--- config.mk ---
export PLATFORM = sky130hd
export DESIGN_NAME = uart_tx_fifo_flat
export DESIGN_NICKNAME = d
export VERILOG_FILES = /design/src/rtl/uart_pkg.sv /design/src/rtl/uart_tx_fifo_if.sv /design/src/rtl/uart_byte_fifo.sv /design/src/rtl/uart_tx_fifo.sv /design/src/flat_wrapper.sv
export SDC_FILE = /design/constraint.sdc
export NUM_CORES = 1
export LEC_CHECK = 0
export BUFFER_PORTS_ARGS = -buffer_cell sky130_fd_sc_hd__buf_4
export CAP_MARGIN = 25
export CORE_UTILIZATION = 32
export CTS_CLUSTER_DIAMETER = 30
export DETAILED_ROUTE_END_ITERATION = 12
export PLACE_DENSITY = 0.47
export SYNTH_ARGS = -nofsm -noshare
export SYNTH_HDL_FRONTEND = slang
export SYNTH_SLANG_ARGS = --single-unit
export TNS_END_PERCENT = 100
--- constraint.sdc ---
create_clock -name clk -period 3.64 [get_ports clk]
set_input_delay 0.546 -clock clk [delete_from_list [all_inputs] [get_ports clk]]
set_output_delay 0.546 -clock clk [all_outputs]
set_load 0.005 [all_outputs]
--- src/rtl/uart_pkg.sv ---
// Shared UART definitions: frame state encoding, data width and baud/parity helpers.
// UART_TX_PARITY_EN adds the PARITY state used by frames that carry an even-parity bit.
package uart_pkg;

    localparam int DATA_W = 8;

    typedef enum logic [2:0] {
        ST_IDLE   = 3'd0,
        ST_START  = 3'd1,
        ST_DATA   = 3'd2,
`ifdef UART_TX_PARITY_EN
        ST_PARITY = 3'd4,
`endif
        ST_STOP   = 3'd3
    } uart_state_t;

    // Baud counter width; a counter needs at least one bit even for tiny ratios.
    function automatic int baud_cnt_width(input int clks_per_bit);
        return (clks_per_bit <= 2) ? 1 : $clog2(clks_per_bit);
    endfunction

    function automatic logic even_parity(input logic [DATA_W-1:0] data);
        return ^data;
    endfunction

endpackage

--- src/rtl/uart_tx_fifo_if.sv ---
// Write-side bus of the UART transmitter: byte push plus FIFO level flags.
interface uart_tx_fifo_if;
    import uart_pkg::*;

    logic              wr_en;
    logic [DATA_W-1:0] wr_data;
    logic              full;
    logic              empty;

    modport master (output wr_en, output wr_data, input full, input empty);
    modport slave  (input wr_en, input wr_data, output full, output empty);

endinterface

--- src/rtl/uart_byte_fifo.sv ---
// Generic 2**DEPTH_LOG2 x 8 synchronous FIFO with registered full/empty flags.
module uart_byte_fifo
    import uart_pkg::*;
#(
    parameter int DEPTH_LOG2 = 4
) (
    input  logic              clk,
    input  logic              rst,
    input  logic              push,
    input  logic [DATA_W-1:0] push_data,
    input  logic              pop,
    output logic [DATA_W-1:0] pop_data,
    output logic              full,
    output logic              empty
);
    localparam int DEPTH = 1 << DEPTH_LOG2;
    localparam logic [DEPTH_LOG2:0]   CNT_FULL = (DEPTH_LOG2 + 1)'(DEPTH);
    localparam logic [DEPTH_LOG2:0]   CNT_ONE  = (DEPTH_LOG2 + 1)'(1);
    localparam logic [DEPTH_LOG2-1:0] PTR_ONE  = DEPTH_LOG2'(1);

    logic [DATA_W-1:0]     mem_r [DEPTH];
    logic [DEPTH_LOG2-1:0] wr_ptr_r, rd_ptr_r;
    logic [DEPTH_LOG2:0]   count_r, count_s;
    logic                  full_r, empty_r, do_push_s, do_pop_s;

    // A push into a full FIFO is still taken when the same-cycle pop frees a slot.
    always_comb begin
        do_pop_s  = pop && !empty_r;
        do_push_s = push && (!full_r || do_pop_s);
        case ({do_push_s, do_pop_s})
            2'b10:   count_s = count_r + CNT_ONE;
            2'b01:   count_s = count_r - CNT_ONE;
            default: count_s = count_r;
        endcase
    end

    // Pointers, occupancy and flags; flags follow the next count so they are never stale.
    always_ff @(posedge clk or posedge rst) begin
        if (rst) begin
            wr_ptr_r <= {DEPTH_LOG2{1'b0}};
            rd_ptr_r <= {DEPTH_LOG2{1'b0}};
            count_r  <= {(DEPTH_LOG2 + 1){1'b0}};
            full_r   <= 1'b0;
            empty_r  <= 1'b1;
        end else begin
            if (do_push_s) wr_ptr_r <= wr_ptr_r + PTR_ONE;
            if (do_pop_s)  rd_ptr_r <= rd_ptr_r + PTR_ONE;
            count_r <= count_s;
            full_r  <= (count_s == CNT_FULL);
            empty_r <= (count_s == {(DEPTH_LOG2 + 1){1'b0}});
        end
    end

    // Storage array; contents need no reset because the pointers define validity.
    always_ff @(posedge clk) begin
        if (do_push_s) mem_r[wr_ptr_r] <= push_data;
    end

    assign pop_data = mem_r[rd_ptr_r];
    assign full     = full_r;
    assign empty    = empty_r;

endmodule

--- src/rtl/uart_tx_fifo.sv ---
// Buffered UART transmitter: byte FIFO feeding an 8N1 serialiser with registered tx.
// Define UART_TX_PARITY_EN to append an even-parity bit (8E1, 11 bit times per frame).
module uart_tx_fifo
    import uart_pkg::*;
#(
    parameter int SYS_CLK_FREQ    = 100000000,
    parameter int BAUD_RATE       = 115200,
    parameter int FIFO_DEPTH_LOG2 = 4
) (
    input  logic          clk,
    input  logic          rst,
    uart_tx_fifo_if.slave bus,
    output logic          busy,
    output logic          tx
);
    // CLKS_PER_BIT must be at least 2 for the registered pop to settle between frames.
    localparam int CLKS_PER_BIT = SYS_CLK_FREQ / BAUD_RATE;
    localparam int CNT_W        = baud_cnt_width(CLKS_PER_BIT);
    localparam logic [CNT_W-1:0] BAUD_LAST = CNT_W'(CLKS_PER_BIT - 1);
    localparam logic [CNT_W-1:0] BAUD_ONE  = CNT_W'(1);

    uart_state_t       state_r, state_s;
    logic [CNT_W-1:0]  baud_r, baud_s;
    logic [2:0]        idx_r, idx_s;
    logic [DATA_W-1:0] shift_r, shift_s, head_s;
    logic              tx_r, tx_s, busy_r, busy_s, pop_r, pop_s, load_s, bit_end_s;
    logic              fifo_full_s, fifo_empty_s;
`ifdef UART_TX_PARITY_EN
    logic              parity_r, parity_s;
`endif

    uart_byte_fifo #(.DEPTH_LOG2(FIFO_DEPTH_LOG2)) u_fifo (
        .clk       (clk),
        .rst       (rst),
        .push      (bus.wr_en),
        .push_data (bus.wr_data),
        .pop       (pop_r),
        .pop_data  (head_s),
        .full      (fifo_full_s),
        .empty     (fifo_empty_s)
    );

    assign bus.full  = fifo_full_s;
    assign bus.empty = fifo_empty_s;
    assign bit_end_s = (baud_r == BAUD_LAST);

    // Frame sequencing: next state, line level and the pop request for the head byte.
    always_comb begin
        state_s  = state_r;
        baud_s   = baud_r + BAUD_ONE;
        idx_s    = idx_r;
        shift_s  = shift_r;
        tx_s     = tx_r;
        busy_s   = busy_r;
        load_s   = 1'b0;
        pop_s    = 1'b0;
`ifdef UART_TX_PARITY_EN
        parity_s = parity_r;
`endif
        case (state_r)
            ST_IDLE: begin
                baud_s = {CNT_W{1'b0}};
                if (!fifo_empty_s) begin
                    load_s = 1'b1;
                end else begin
                    busy_s = 1'b0;
                    tx_s   = 1'b1;
                end
            end
            ST_START: begin
                if (bit_end_s) begin
                    state_s = ST_DATA;
                    baud_s  = {CNT_W{1'b0}};
                    idx_s   = 3'd0;
                    tx_s    = shift_r[0];
                end else begin
                    state_s = ST_START;
                end
            end
            ST_DATA: begin
                if (bit_end_s) begin
                    baud_s = {CNT_W{1'b0}};
                    if (idx_r == 3'd7) begin
`ifdef UART_TX_PARITY_EN
                        state_s = ST_PARITY;
                        tx_s    = parity_r;
`else
                        state_s = ST_STOP;
                        tx_s    = 1'b1;
`endif
                    end else begin
                        shift_s = shift_r >> 1;
                        idx_s   = idx_r + 3'd1;
                        tx_s    = shift_r[1];
                    end
                end else begin
                    state_s = ST_DATA;
                end
            end
`ifdef UART_TX_PARITY_EN
            ST_PARITY: begin
                if (bit_end_s) begin
                    state_s = ST_STOP;
                    baud_s  = {CNT_W{1'b0}};
                    tx_s    = 1'b1;
                end else begin
                    state_s = ST_PARITY;
                end
            end
`endif
            ST_STOP: begin
                if (bit_end_s) begin
                    baud_s = {CNT_W{1'b0}};
                    if (!fifo_empty_s) begin
                        load_s = 1'b1;
                    end else begin
                        state_s = ST_IDLE;
                        busy_s  = 1'b0;
                        tx_s    = 1'b1;
                    end
                end else begin
                    state_s = ST_STOP;
                end
            end
            default: begin
                state_s = ST_IDLE;
                baud_s  = {CNT_W{1'b0}};
                busy_s  = 1'b0;
                tx_s    = 1'b1;
            end
        endcase
        // Starting a frame captures the head byte now; the FIFO pops it one edge later.
        if (load_s) begin
            state_s  = ST_START;
            pop_s    = 1'b1;
            shift_s  = head_s;
            idx_s    = 3'd0;
            baud_s   = {CNT_W{1'b0}};
            tx_s     = 1'b0;
            busy_s   = 1'b1;
`ifdef UART_TX_PARITY_EN
            parity_s = even_parity(head_s);
`endif
        end else begin
            pop_s = 1'b0;
        end
    end

    // Serialiser state register; reset abandons any frame and forces the line idle.
    always_ff @(posedge clk or posedge rst) begin
        if (rst) begin
            state_r  <= ST_IDLE;
            baud_r   <= {CNT_W{1'b0}};
            idx_r    <= 3'd0;
            shift_r  <= {DATA_W{1'b0}};
            tx_r     <= 1'b1;
            busy_r   <= 1'b0;
            pop_r    <= 1'b0;
`ifdef UART_TX_PARITY_EN
            parity_r <= 1'b0;
`endif
        end else begin
            state_r  <= state_s;
            baud_r   <= baud_s;
            idx_r    <= idx_s;
            shift_r  <= shift_s;
            tx_r     <= tx_s;
            busy_r   <= busy_s;
            pop_r    <= pop_s;
`ifdef UART_TX_PARITY_EN
            parity_r <= parity_s;
`endif
        end
    end

    assign busy = busy_r;
    assign tx   = tx_r;

endmodule

--- src/flat_wrapper.sv ---
// flat-port wrapper written by rule: the top's interface ports become plain ports
module uart_tx_fifo_flat import uart_pkg::*;
#(
    parameter int SYS_CLK_FREQ    = 100000000,
    parameter int BAUD_RATE       = 115200,
    parameter int FIFO_DEPTH_LOG2 = 4
)
  (clk, rst, busy, tx, bus_wr_en, bus_wr_data, bus_full, bus_empty);
  uart_tx_fifo_if bus_i ();
  input  logic clk;
  input  logic rst;
  output logic busy;
  output logic tx;
  input wire logic [$bits(bus_i.wr_en)-1:0] bus_wr_en;
  input wire logic [$bits(bus_i.wr_data)-1:0] bus_wr_data;
  output wire logic [$bits(bus_i.full)-1:0] bus_full;
  output wire logic [$bits(bus_i.empty)-1:0] bus_empty;
  assign bus_i.wr_en = bus_wr_en;
  assign bus_i.wr_data = bus_wr_data;
  assign bus_full = bus_i.full;
  assign bus_empty = bus_i.empty;
  uart_tx_fifo #(.SYS_CLK_FREQ(SYS_CLK_FREQ), .BAUD_RATE(BAUD_RATE), .FIFO_DEPTH_LOG2(FIFO_DEPTH_LOG2)) u_core (.clk(clk), .rst(rst), .bus(bus_i), .busy(busy), .tx(tx));
endmodule
==> run summary <==
- 3832 — overall via count from detail_route
- 0.314 — relative slew slack
- 2.18 mW — Net Switching
- sky130_fd_sc_hd__edfxtp_1 — post-synth top area cell
- 467 um — met3 wire length
- 6960 um — metal1 wirelength
- 4.18 mW — Pint
- finished, final reports clean — run status
- 14 — number of input and output port buffers inserted
- 9180 um — HPWL after detailed placement
- 766 nW/um2 — Power Density
- sky130_fd_sc_hd__edfxtp_1 — Most used DFF post-synth
- 0.60 ns — slowest cell delay on critical path
- 2180 um2 — multi-input gate area in the final layout
- sky130_fd_sc_hd__dfstp_2 — slowest cell on the critical path
- 4 — count of H-tree levels built during CTS
- 0.418 — register share of total power
- 0 — post-route antenna net violation count
- 6.36 mW — Total Power
- 16.2 um2 — Post-Syn Area per Cell
- 15 — I/O Pins
- 169 — total of flip-flops plus latches after synthesis
- 0.0165 ns — worst-case clock skew
- 0.43 ns — latest clock arrival within the worst-skew pair
- 3.13 ns — time the worst path needs with I/O delays and setup
- 0 — max-slew violation count
- 1.03 ns — slew at the pin closest to its max-slew limit
- 3.98 ns — Required @ worst endpoint
- 0.673 — post-synthesis sequential area ratio
- 0 ns — aggregate negative setup slack
- 0.329 — starting density of the core
- 17 — number of buffers created by CTS
- 0 — # Post-CTS Setup Buffers
- sky130_fd_sc_hd__ha_1 — cell repeated most along the worst path
- 52 — distinct cell type count after synthesis
- 0.737 — final weighted congestion in routability-driven placement
- 475 — number of nets produced by synthesis
- 128 — EDFF count, synth
- 128 x sky130_fd_sc_hd__edfxtp_1, 39 x sky130_fd_sc_hd__dfrtp_1, 32 x sky130_fd_sc_hd__mux4_2 — most frequent cells after synthesis
- primary input to asynchronous set/reset pin — Hold WC Path Type
- 500 — # nets final
- 0.243 — share of flip-flops with an asynchronous set or reset after synthesis
- 23200 um2 — area of the die
- 169 — CTS sink cnt
- flip-flop — Critical Path End Type
- sky130_fd_sc_hd__edfxtp_1 53%, sky130_fd_sc_hd__dfrtp_1 13%, sky130_fd_sc_hd__mux4_2 10% — largest cells by area after synthesis
- 8 — Critical Path Fanout Max
- 0 — number of diodes added for antenna fixing
- 152 um — Die X
- 54 — cell row count
- 4870 um2 — area used by sequential logic in the layout
- sky130_fd_sc_hd__edfxtp_1 — most frequent cell after synthesis
- 0.08 ns — clock transition time at the flip-flop clock pins of the worst setup and hold paths
- nor2b_1 -> buf_4 -> o21a_1 -> inv_2 -> ha_1 -> xor2_1 -> ha_1 -> o21ai_0 -> a221oi_1 -> o221ai_1 -> xnor2_1 -> nor3b_2 — Critical Path, Cell by Cell
- no — setup repair after global routing missed its margin
- 4 — first-pass iteration count of the detailed router
- 3.48 ns — Worst Path Arrival
- 0 — number of violations of the max-capacitance limit
- sky130_fd_sc_hd__clkbuf_16 — library cell used as clock root buffer
- 0 — initial antenna violation count
- 0 — Yosys warnings
- flip-flop to flip-flop — crit path kind
- 2 — Buffers & Inverters on Critical Path
- 0 — Final Setup Violations
- 222 — Initial DRC Count
- 0.861 — period utilization
- 12 — cell count of the worst reg-to-reg path
- 14500 um — WL final
- 33 — largest net degree at the start of global routing
- 319 MHz — Peak Freq
- 2.99 nW — reported leakage power
- 0 — number of buffers inserted by hold repair at cts
- 0.51 ns — worst reg2reg setup slack
- 0.342 — proportion of total power due to net switching
- flip-flop — startpoint types
- 0.227 — layout cells sized above 1
- 2 — maximum root-to-sink buffer count
- 0.287 — portion of total power attributed to combinational logic
- 0.134 — total routing usage reported by global routing
- 6940 um — detailed-routed wire length on met2
- 3932 — number of global-route vias before repair
- met4 — highest layer used for signal routing
- 7240 um2 — Post-Synthesis Cell Area
- 0 — post-CTS sizing
- compound AO/OA/AOI/OAI gates — delay-heaviest family, CP
- 447 — cell count after synthesis
- 5.01 — Via-to-Cell Ratio
- 0 — hold violation total from the final report
- 14.8% — Layout area overhead
- 0 — DRC violation count after routing
- 0.295 — clock share of power
- 0 — total global routing overflow
- 0.303 mV — worst ir drop on vdd
- 19.0 um — wire length per cell after detailed routing
- 152 um — Die Ht
- u_core.u_fifo.full$_DFF_PP0_ — FF-to-FF End
- done — TritonCTS clock tree
- 2065 — fill count
- 22000 um2 — area inside the core boundary
- 0.531 — fraction of post-synthesis cell area in the top cell type by area
- 23300 um — global-route wire length before repair
- u_core.u_fifo.empty$_DFF_PP1_ — startpoint of the most critical register-to-register path
[metrics by stage]
| stage | std cells | util | instance area, um2 | setup slack, ns | hold WS [ns] |
|---|---|---|---|---|---|
| after floorplan | 447 | - | 7240 | 0.870 | 0.447 |
| after global placement | 733 | 0.348 | 7670 | 0.681 | 0.479 |
| after detailed placement | 733 | 0.348 | 7670 | 0.545 | 0.482 |
| after CTS | 765 | 0.377 | 8310 | 0.509 | 0.318 |
| after global routing | 765 | 0.377 | 8310 | 0.208 | 0.386 |
| final | 765 | 0.377 | 8310 | 0.507 | 0.294 |
[worst register-to-register path: cells and delay by family, from the launching register on]
family / cells / cell delay (ns)
AND/OR/NAND/NOR: 2 / 0.27
flip-flops: 1 / 0.60
XOR/XNOR: 2 / 0.46
AO/OA/AOI/OAI: 4 / 0.83
buffers and inverters: 2 / 0.32
adder cells (fa/ha/maj): 2 / 0.58
[registers in the layout, indices dropped and copies added (netlist names)]
| name | flops |
|---|---|
| u_core.baud_r | 10 |
| u_core.busy | 1 |
| u_core.idx_r | 3 |
| u_core.pop_r | 1 |
| u_core.shift_r | 8 |
| u_core.state_r | 2 |
| u_core.tx | 1 |
| u_core.u_fifo.count_r | 5 |
| u_core.u_fifo.empty | 1 |
| u_core.u_fifo.full | 1 |
| u_core.u_fifo.mem_r | 128 |
| u_core.u_fifo.rd_ptr_r | 4 |
| u_core.u_fifo.wr_ptr_r | 4 |
[cell type report]
class	instances	share of cell area
clock buffer	17	0.0512
sequential	169	0.587
clock inverter	15	0.0251
timing repair buffer	28	0.0253
inverter	15	0.00678
tap	280	0.0422
multi-input combinational	241	0.263
[per-layer routing]
layer  GRT usage  up-vias
met1       0.181     1999
li1            -     1774
met5           0        -
met2       0.215       48
met4      0.0423        0
met3      0.0284       11
[cells in the final DEF, fill, tap and decap left out, types with 5 or more instances in the layout]
master / count
sky130_fd_sc_hd__a21oi_1: 9
sky130_fd_sc_hd__a22oi_1: 17
sky130_fd_sc_hd__and2_1: 8
sky130_fd_sc_hd__buf_4: 28
sky130_fd_sc_hd__clkbuf_16: 17
sky130_fd_sc_hd__clkinv_8: 6
sky130_fd_sc_hd__dfrtp_1: 38
sky130_fd_sc_hd__edfxtp_1: 128
sky130_fd_sc_hd__ha_1: 17
sky130_fd_sc_hd__inv_1: 14
sky130_fd_sc_hd__mux2i_1: 11
sky130_fd_sc_hd__mux4_2: 32
sky130_fd_sc_hd__nand2_1: 26
sky130_fd_sc_hd__nand3_1: 9
sky130_fd_sc_hd__nor2_1: 24
sky130_fd_sc_hd__nor2b_1: 5
sky130_fd_sc_hd__nor3_1: 6
sky130_fd_sc_hd__o21ai_0: 13
sky130_fd_sc_hd__xnor2_1: 11
sky130_fd_sc_hd__xor2_1: 9
[power groups by stage]
stage / Sequential, mW / Clock [mW] / Combinational (mW)
global route: 2.71 / 1.99 / 2.05
global placement: 2.70 / 0 / 1.85
floorplan: 2.53 / 0 / 1.52
finish: 2.66 / 1.88 / 1.83
CTS: 2.66 / 1.92 / 1.87
detailed placement: 2.70 / 0 / 1.86
[kinds of logic (layout without fill, tap and decap cells)]
group | Yosys count | in the layout | share of synthesized area
AND/OR/NAND/NOR | 101 | 101 | 0.0738
multiplexers | 47 | 47 | 0.121
AO/OA/AOI/OAI | 56 | 56 | 0.0534
buffers and inverters | 37 | 75 | 0.0247
adder cells (fa/ha/maj) | 17 | 17 | 0.0294
flip-flops | 169 | 169 | 0.673
XOR/XNOR | 20 | 20 | 0.0242
[worst max-delay path by stage]
stage                             startpoint                           end  slack, ns  depth (start not counted)
6_report       u_core.u_fifo.empty$_DFF_PP1_  u_core.u_fifo.full$_DFF_PP0_       0.51                         12
5_1_grt        u_core.u_fifo.empty$_DFF_PP1_  u_core.u_fifo.full$_DFF_PP0_       0.21                         12
4_1_cts        u_core.u_fifo.empty$_DFF_PP1_  u_core.u_fifo.full$_DFF_PP0_       0.51                         12
3_5_place_dp   u_core.u_fifo.empty$_DFF_PP1_  u_core.u_fifo.full$_DFF_PP0_       0.54                         12
3_3_place_gp   u_core.u_fifo.empty$_DFF_PP1_  u_core.u_fifo.full$_DFF_PP0_       0.68                         12
2_1_floorplan  u_core.u_fifo.empty$_DFF_PP1_  u_core.u_fifo.full$_DFF_PP0_       0.87                         14
Note: power is estimated with default switching activity, not from simulation.
